[src/rtl/mau_acc_alu.sv]
// rtl/mau_acc_alu.sv - MAU arithmetic core: 2-stage pipeline, saturating accumulator, FWFT result queue
module mau_acc_alu #(
    parameter int W         = 8,
    parameter int QF        = 4,
    parameter int ACC_GUARD = 4,
    parameter int DEPTH     = 4,
    localparam int RW       = 2 * W + 2,
    localparam int AW       = RW + ACC_GUARD
) (
    input  logic                 clk,
    input  logic                 rst_n,
    input  logic                 cmd_valid,
    output logic                 cmd_ready,
    input  logic [7:0]           op,
    input  logic signed [W-1:0]  x0,
    input  logic signed [W-1:0]  x1,
    input  logic signed [W-1:0]  y0,
    input  logic signed [W-1:0]  y1,
    output logic                 res_valid,
    input  logic                 res_ready,
    output logic signed [AW-1:0] res_q,
    output logic                 res_ovf,
    output logic                 res_err,
    output logic signed [AW-1:0] acc_q,
    output logic                 busy
);
    localparam int PW = (DEPTH > 1) ? $clog2(DEPTH) : 1;
    localparam int CW = PW + 1;
    localparam logic signed [AW-1:0] ACC_MAX = {1'b0, {(AW-1){1'b1}}};
    localparam logic signed [AW-1:0] ACC_MIN = {1'b1, {(AW-1){1'b0}}};

    logic unused_op7;
    assign unused_op7 = op[7];

    // Stage 1: every opcode reduces to the sum of two exact RW-bit terms.
    logic signed [RW-1:0] ex0, ex1, ey0, ey1, dx, dy, term_a, term_b;
    logic                 illegal;

    assign ex0 = RW'(x0);
    assign ex1 = RW'(x1);
    assign ey0 = RW'(y0);
    assign ey1 = RW'(y1);
    assign dx  = ex0 - ex1;
    assign dy  = ey0 - ey1;

    always_comb begin
        term_a  = '0;
        term_b  = '0;
        illegal = 1'b0;
        case (op[3:0])
            4'd0: begin term_a = ex0;       term_b = ex1;          end
            4'd1: begin term_a = ex0;       term_b = -ex1;         end
            4'd2: begin term_a = ex0 * ex1;                        end
            4'd3: begin term_a = ex0 * ex1; term_b = ey0 * ey1;    end
            4'd4: begin term_a = ex0 * ey1; term_b = -(ex1 * ey0); end
            4'd5: begin term_a = dx * dx;   term_b = dy * dy;      end
            4'd6: begin term_a = ex0 * ex1; term_b = ey0;          end
            default: illegal = 1'b1;
        endcase
    end

    logic                 live;
    logic                 cmd_fire;
    logic                 s1_valid, s1_acc_en, s1_q_en, s1_clr, s1_err;
    logic signed [RW-1:0] s1_a, s1_b;

    assign cmd_fire = cmd_valid && cmd_ready;

    always_ff @(posedge clk or negedge rst_n) begin
        if (!rst_n) begin
            live      <= 1'b0;
            s1_valid  <= 1'b0;
            s1_a      <= '0;
            s1_b      <= '0;
            s1_acc_en <= 1'b0;
            s1_q_en   <= 1'b0;
            s1_clr    <= 1'b0;
            s1_err    <= 1'b0;
        end else begin
            live     <= 1'b1;
            s1_valid <= cmd_fire;
            if (cmd_fire) begin
                s1_a      <= term_a;
                s1_b      <= term_b;
                s1_acc_en <= op[4];
                s1_q_en   <= op[5];
                s1_clr    <= op[6];
                s1_err    <= illegal;
            end
        end
    end

    // Stage 2 reads acc_q directly; the accumulator is only written here, so
    // a following command in S2 always sees the previous update.
    logic signed [RW-1:0] raw, scaled;
    logic signed [AW-1:0] s_ext, base, sat_sum, wr_q;
    logic signed [AW:0]   sum_w;
    logic                 do_acc, do_clr, ovf, wr_ovf;

    assign raw     = s1_a + s1_b;
    assign scaled  = s1_q_en ? (raw >>> QF) : raw;
    assign s_ext   = AW'(scaled);
    assign do_acc  = s1_acc_en && !s1_err;
    assign do_clr  = s1_clr && !s1_err;
    assign base    = do_clr ? '0 : acc_q;
    assign sum_w   = (AW+1)'(base) + (AW+1)'(s_ext);
    assign ovf     = sum_w[AW] != sum_w[AW-1];
    assign sat_sum = ovf ? (sum_w[AW] ? ACC_MIN : ACC_MAX) : sum_w[AW-1:0];
    assign wr_q    = do_acc ? sat_sum : s_ext;
    assign wr_ovf  = do_acc && ovf;

    always_ff @(posedge clk or negedge rst_n) begin
        if (!rst_n) begin
            acc_q <= '0;
        end else if (s1_valid) begin
            if (do_acc)
                acc_q <= sat_sum;
            else if (do_clr)
                acc_q <= '0;
        end
    end

    logic signed [AW-1:0] mem_q   [DEPTH];
    logic                 mem_ovf [DEPTH];
    logic                 mem_err [DEPTH];
    logic [PW-1:0]        wr_ptr, rd_ptr;
    logic [CW-1:0]        count;
    logic [CW:0]          occ;
    logic                 push, pop;

    assign push      = s1_valid;
    assign res_valid = (count != '0);
    assign pop       = res_valid && res_ready;

    always_ff @(posedge clk) begin
        if (push) begin
            mem_q[wr_ptr]   <= wr_q;
            mem_ovf[wr_ptr] <= wr_ovf;
            mem_err[wr_ptr] <= s1_err;
        end
    end

    always_ff @(posedge clk or negedge rst_n) begin
        if (!rst_n) begin
            wr_ptr <= '0;
            rd_ptr <= '0;
            count  <= '0;
        end else begin
            if (push)
                wr_ptr <= wr_ptr + 1'b1;
            if (pop)
                rd_ptr <= rd_ptr + 1'b1;
            case ({push, pop})
                2'b10:   count <= count + 1'b1;
                2'b01:   count <= count - 1'b1;
                default: count <= count;
            endcase
        end
    end

    assign res_q   = res_valid ? mem_q[rd_ptr]   : '0;
    assign res_ovf = res_valid ? mem_ovf[rd_ptr] : 1'b0;
    assign res_err = res_valid ? mem_err[rd_ptr] : 1'b0;

    // Reserve a FIFO slot for whatever is in S1; no credit taken from a same-cycle pop.
    assign occ       = {1'b0, count} + {{CW{1'b0}}, s1_valid};
    assign cmd_ready = live && (occ < (CW+1)'(DEPTH));
    assign busy      = s1_valid || res_valid;
endmodule
[config.mk]
export PLATFORM = sky130hd
export DESIGN_NAME = mau_acc_alu
export DESIGN_NICKNAME = d
export VERILOG_FILES = /design/src/rtl/mau_acc_alu.sv
export SDC_FILE = /design/constraint.sdc
export NUM_CORES = 1
export LEC_CHECK = 0
export BUFFER_PORTS_ARGS = -buffer_cell sky130_fd_sc_hd__buf_2
export CAP_MARGIN = 20
export CORE_MARGIN = 1.5
export CORE_UTILIZATION = 25
export CTS_BUF_LIST = sky130_fd_sc_hd__clkbuf_8
export DETAILED_ROUTE_END_ITERATION = 6
export GPL_TIMING_DRIVEN = 0
export MAX_ROUTING_LAYER = met4
export SYNTH_ARGS = -nofsm -noshare
export SYNTH_HDL_FRONTEND = slang
export SYNTH_SLANG_ARGS = --single-unit
[constraint.sdc]
create_clock -name clk -period 5.1 [get_ports clk]
set_clock_uncertainty 0.15 [all_clocks]
set_input_delay 0 -clock clk [delete_from_list [all_inputs] [get_ports clk]]
set_output_delay 0 -clock clk [all_outputs]
set_load 0.1 [all_outputs]
After elaboration in Yosys (flattened, before gate mapping) --
Memories as Yosys holds them, arrays and structs flattened. Cells that the tools add are included.
Storage, ports and cells: register bits 71, latch bits 0, memory bits (writable) 96, ROM bits 0, input bits 44, logic and storage cells 71, memories 3
Operators by class: $add $sub $neg 11, $mul 6, divide/modulo/power cells 0, magnitude comparators 1, equal/unequal tests 9, shift operators 0, muxes and demuxes 15, bitwise logic cells 0, reduce and logical (&&, ||, !) cells 14
Memories:
- mem_q | depth 4, bits a word 22, read ports 1, clocked after memory_dff 0, wr ports 1, RTL line 123 | logic signed [AW-1:0] mem_q [DEPTH];
- mem_err | depth 4, bits a word 1, read ports 1, clocked after memory_dff 0, wr ports 1, RTL line 125 | logic mem_err [DEPTH];
- mem_ovf | depth 4, bits a word 1, read ports 1, clocked after memory_dff 0, wr ports 1, RTL line 124 | logic mem_ovf [DEPTH];
Operators by type and width (count):
- 2-to-1 mux 22 bit | 6
- case mux 18 bit (6 select lines) | 1
- case mux 18 bit (4 select lines) | 1
- multiplier 8 x 8 -> 16 bit | 4
- multiplier 9 x 9 -> 18 bit | 2
- adder 22 x 18 -> 23 bit | 1
- adder 18 bit | 1
- negator 16 -> 18 bit | 1
- negator 8 -> 18 bit | 1
- subtractor 8 x 8 -> 9 bit | 2
- 2-to-1 mux 17 bit | 1
- == test 4 x 3 -> 1 bit (second input constant) | 3
- == test 4 x 2 -> 1 bit (second input constant) | 2
- OR reduction 7 bit | 1
- logical AND 1 bit | 6
- case mux 3 bit (2 select lines) | 1
- 2-to-1 mux 1 bit | 5
- adder 2 x 1 -> 2 bit (second input constant) | 2
- adder 3 x 1 -> 4 bit | 1
- == test 4 x 1 -> 1 bit (second input constant) | 1
- logical NOT 4 bit | 1
- < comparator 4 x 3 -> 1 bit (second input constant) | 1
- adder 3 x 1 -> 3 bit (second input constant) | 1
- nonzero test 3 bit | 1
- 9 further kinds | 9

Longest topological paths before layout --
depth after elaboration 7, mapped depth 33, depth with buffers taken out 32

Least setup slack after synthesis --
OpenSTA, ideal clock, no wires.
path kind input-to-reg, from in x0[0], to reg s1_a[17], arrival 6.308 ns, setup slack -1.502 ns, stages on the path 31, path through inv_1 -> buf_1 -> ha_1 -> inv_1 -> fa_1 -> nand2_1 -> nand2_1 -> a21oi_1 -> o21ai_0 -> a21oi_1 -> o2111ai_1 -> o21ai_0 -> clkbuf_1 -> and2_1 -> fa_1 -> inv_1 -> fa_1 -> inv_1 -> fa_1 -> fa_1 -> inv_1 -> fa_1 -> inv_1 -> ha_1 -> o21a_1 -> o21a_1 -> o211a_1 -> nor3_1 -> nor2_1 -> a221oi_1 -> o211ai_1
Between the ends: cells in the longest elaborated chain, start to end 3, elaborated cells on any way between the ends 5, those cells by class 1 x add/sub; 3 x mul; 1 x mux
RTL lines:
- start, declared | RTL line 15 | input logic signed [W-1:0] x0,
- subtractor 8 x 8 -> 9 bit | RTL line 43 | assign dx = ex0 - ex1;
- multiplier 9 x 9 -> 18 bit | RTL line 56 | 4'd5: begin term_a = dx * dx; term_b = dy * dy; end
- case mux 18 bit (4 select lines) * | RTL line 50 | case (op[3:0])
- end signal, assigned | RTL line 83 | s1_a <= term_a;
- end, declared | RTL line 65 | logic signed [RW-1:0] s1_a, s1_b;
Mark *: on every way between the ends. The rest lies on a longest branch, timed or not. A chain may end at the register's enable or synchronous reset.

Worst setup path in the final report --
from in x0[0], to reg s1_a[13]
Same word-level chain as after synthesis.

==> results by group <==
Finish
  • Share of layout cells above drive strength 1: 0.193
  • Final Instance Count excl. Fillers: 4413
  • Post-layout nets: 3694
  • Area grow syn2layout: 22.1%
  • Layout Utilization: 0.308
  • Most common cell after layout, fill and taps aside: inv_1
  • Most frequent cells in the layout: inv_1, fa_1, ha_1, nand2_1, and2_1

Timing
  • Post-route clock period utilization: 1.18
  • Slew HR: 0.322
  • Final setup violation count: 116
  • Max-slew violations: 0
  • Hold Fails Final Rpt: 0
  • Min Tclk post-route: 6.01 ns
  • Fin worst setup slack: -0.914 ns
  • Max Clk Rate: 166 MHz
  • RSZ-0062 raised after global routing: true
  • Least-Margin Pin Slew: 1.01 ns

Floorplan
  • Top Ports: 93
  • Initial Utilization: 0.252
  • Die X: 327 µm
  • Core Box Area: 0.104 mm²
  • Number of cell rows: 118
  • Total die area: 0.107 mm²
  • Die height: 327 µm

Synth
  • Area leader, netlist: fa_1
  • Post-synth EDFFs: 96
  • Mapped cell area: 0.0262 mm²
  • Mapped Cells: 2756
  • Count of cell types in the netlist: 85
  • Syn nets: 3435
  • Synth area leaders: fa_1, ha_1, edfxtp_1
  • Yosys warns: 0
  • Synth Register Bits: 167
  • Sequential area share after synthesis: 0.178
  • Top FF cell, synth: edfxtp_1
  • Post-synth top area share: 0.259
  • Synth Area per Inst: 9.49 µm²
  • Ys async rst share: 0.425

Setup path
  • Crit end category: register
  • Setup CP Type: input pin to register
  • Crit path buffers/inverters: 7
  • Worst path required time: 5.36 ns
  • Most frequent CP cell: fa_1
  • Worst EP arrival: 6.27 ns
  • Worst path max stage delay: 0.55 ns
  • Element type at the critical path start: input pin
  • CP top delay family: adder cells
  • Critical path peak fanout: 6
  • CP max-delay cell: fa_1

Route
  • Via count: 20500
  • Routed Wire Length: 75900 µm
  • DRT Pass-1 Iters: 7
  • Via density: 4.64
  • Initial DRC count: 1536
  • DRC: 4
  • Final ANT Viol Nets: 0
  • Wire length per cell: 17.2 µm

Placement
  • Gp weighted congestion: 0.905
  • Placed cell count: 4229
  • DP Wirelength: 60200 µm
  • Port Buffers: 88

Status
  • Failing checks: design-rule violations, negative setup slack
  • Status: finished, violations left

Run
  • Max-cap viol count: 0

Clock network
  • H-tree Lvls: 4
  • Max Root-Sink Buffers: 2
  • CTS Buf Count: 17
  • CTS Root Cell: clkbuf_8
  • CTS tree: yes
  • Worst-Skew Late Latency: 0.48 ns
  • Num Clock Sinks: 167
  • Clock transition at the registers of the reported paths: 0.10 ns

Global route
  • First-pass GRT wire length: 117000 µm
  • Initial antenna violation count: 6
  • Aggregate global-route resource usage: 0.143
  • Grt total ovfl: 0
  • Vias in the first global route: 20500
  • Largest net degree at the start of global routing: 66

Min path
  • Worst min-delay path category: input pin to register
==> what timing repair did <==
| action | 4_1_cts | 5_1_grt |
|---|---|---|
| hold endpoints to repair | 89 | 0 |
| cloned | 0 | 3 |
| setup buffers | 91 | 50 |
| endpoints found under the setup margin | 135 | 138 |
| hold buffers | 12 | 0 |
| pin swaps | 114 | 125 |
| resized for setup | 183 | 141 |
==> Yosys cell counts (all sizes together), types with 24 or more instances <==
cell type and number:
inv 485, fa 338, ha 297, nand2 224, and2 168, nor2 139
a21oi 100, edfxtp 96, xnor2 93, o21ai 89, clkbuf 86, dfrtp 71
xor2 55, nor3 48, nand2b 40, o211ai 39, a21o 35, or3 29
mux4 24
==> worst reg2reg max path, delay by kind of cell (launching register included) <==
kind	cells	cell delay (ns)
AO/OA/AOI/OAI	7	1.86
XOR/XNOR	1	0.16
adder cells (fa/ha/maj)	3	0.87
buffers and inverters	4	0.57
flip-flops	1	0.45
multiplexers	1	0.08
AND/OR/NAND/NOR	5	0.86
==> cell families after synthesis <==
logic type / after synthesis / share of synthesized area
fa+ha+maj: 635 / 0.401
mux: 32 / 0.0239
simple gates: 731 / 0.139
compound gates: 457 / 0.123
other cells: 1 / 0.000143
flops: 167 / 0.178
buf+inv: 585 / 0.0853
xor+xnor: 148 / 0.0495
==> area by class of cell <==
type	instances	area, µm²
Fill cell	10800	71700
Multi-Input combinational cell	2004	20800
Sequential cell	167	4660
Timing Repair Buffer	249	2000
Inverter	488	1890
Tap cell	1380	1730
Buffer	88	477
Clock buffer	17	234
Clock inverter	15	161
Antenna cell	5	12.5
==> worst paths after layout <==
kind                       depth (start not counted)  slack, ns            to     start
setup / recovery                                  29      -0.91      s1_a[13]     x0[0]
hold / removal                                     4       0.04       s1_b[0]     y0[0]
setup reg to reg                                  21      -0.18  mem_q[2][13]   s1_b[0]
hold reg to reg                                    1       0.35      count[2]  count[2]
max in group asynchronous                          4       3.69       s1_b[1]     rst_n
min in group asynchronous                          3       0.37      count[0]     rst_n
==> state kept, by name, summed over array words and instances, names as in the netlist <==
| name | count |
|---|---|
| push | 1 |
| s1_q_en | 1 |
| s1_acc_en | 1 |
| mem_ovf | 4 |
| mem_q | 88 |
| s1_clr | 1 |
| s1_b | 18 |
| rd_ptr | 2 |
| mem_err | 4 |
| count | 3 |
| wr_ptr | 2 |
| s1_err | 1 |
| acc_q | 22 |
| live | 1 |
| s1_a | 18 |
==> through the flow <==
stage	TNS, ns	setup slack, ns	instance area [µm²]	hold WS (ns)
finish	-23.12	-0.914	32000	0.0446
global route	-39.77	-1.12	32000	0.0455
CTS	-15.22	-0.925	30800	0.0234
detailed placement	-95.00	-2.12	28800	-0.317
global placement	-84.84	-2.00	28700	0.0455
floorplan	-13.04	-0.953	26500	-0.446
==> per-layer routing <==
metal,share of wire,GRT usage,up-vias
met5,0,-,-
met4,0.015,0.0261,0
met3,0.063,0.0163,78
met2,0.47,0.228,589
met1,0.46,0.198,10200
li1,-,-,9621
Power is left out: the tool's default activity adds up to more than one toggle a clock period on the data nets, which glitch-free logic cannot reach.
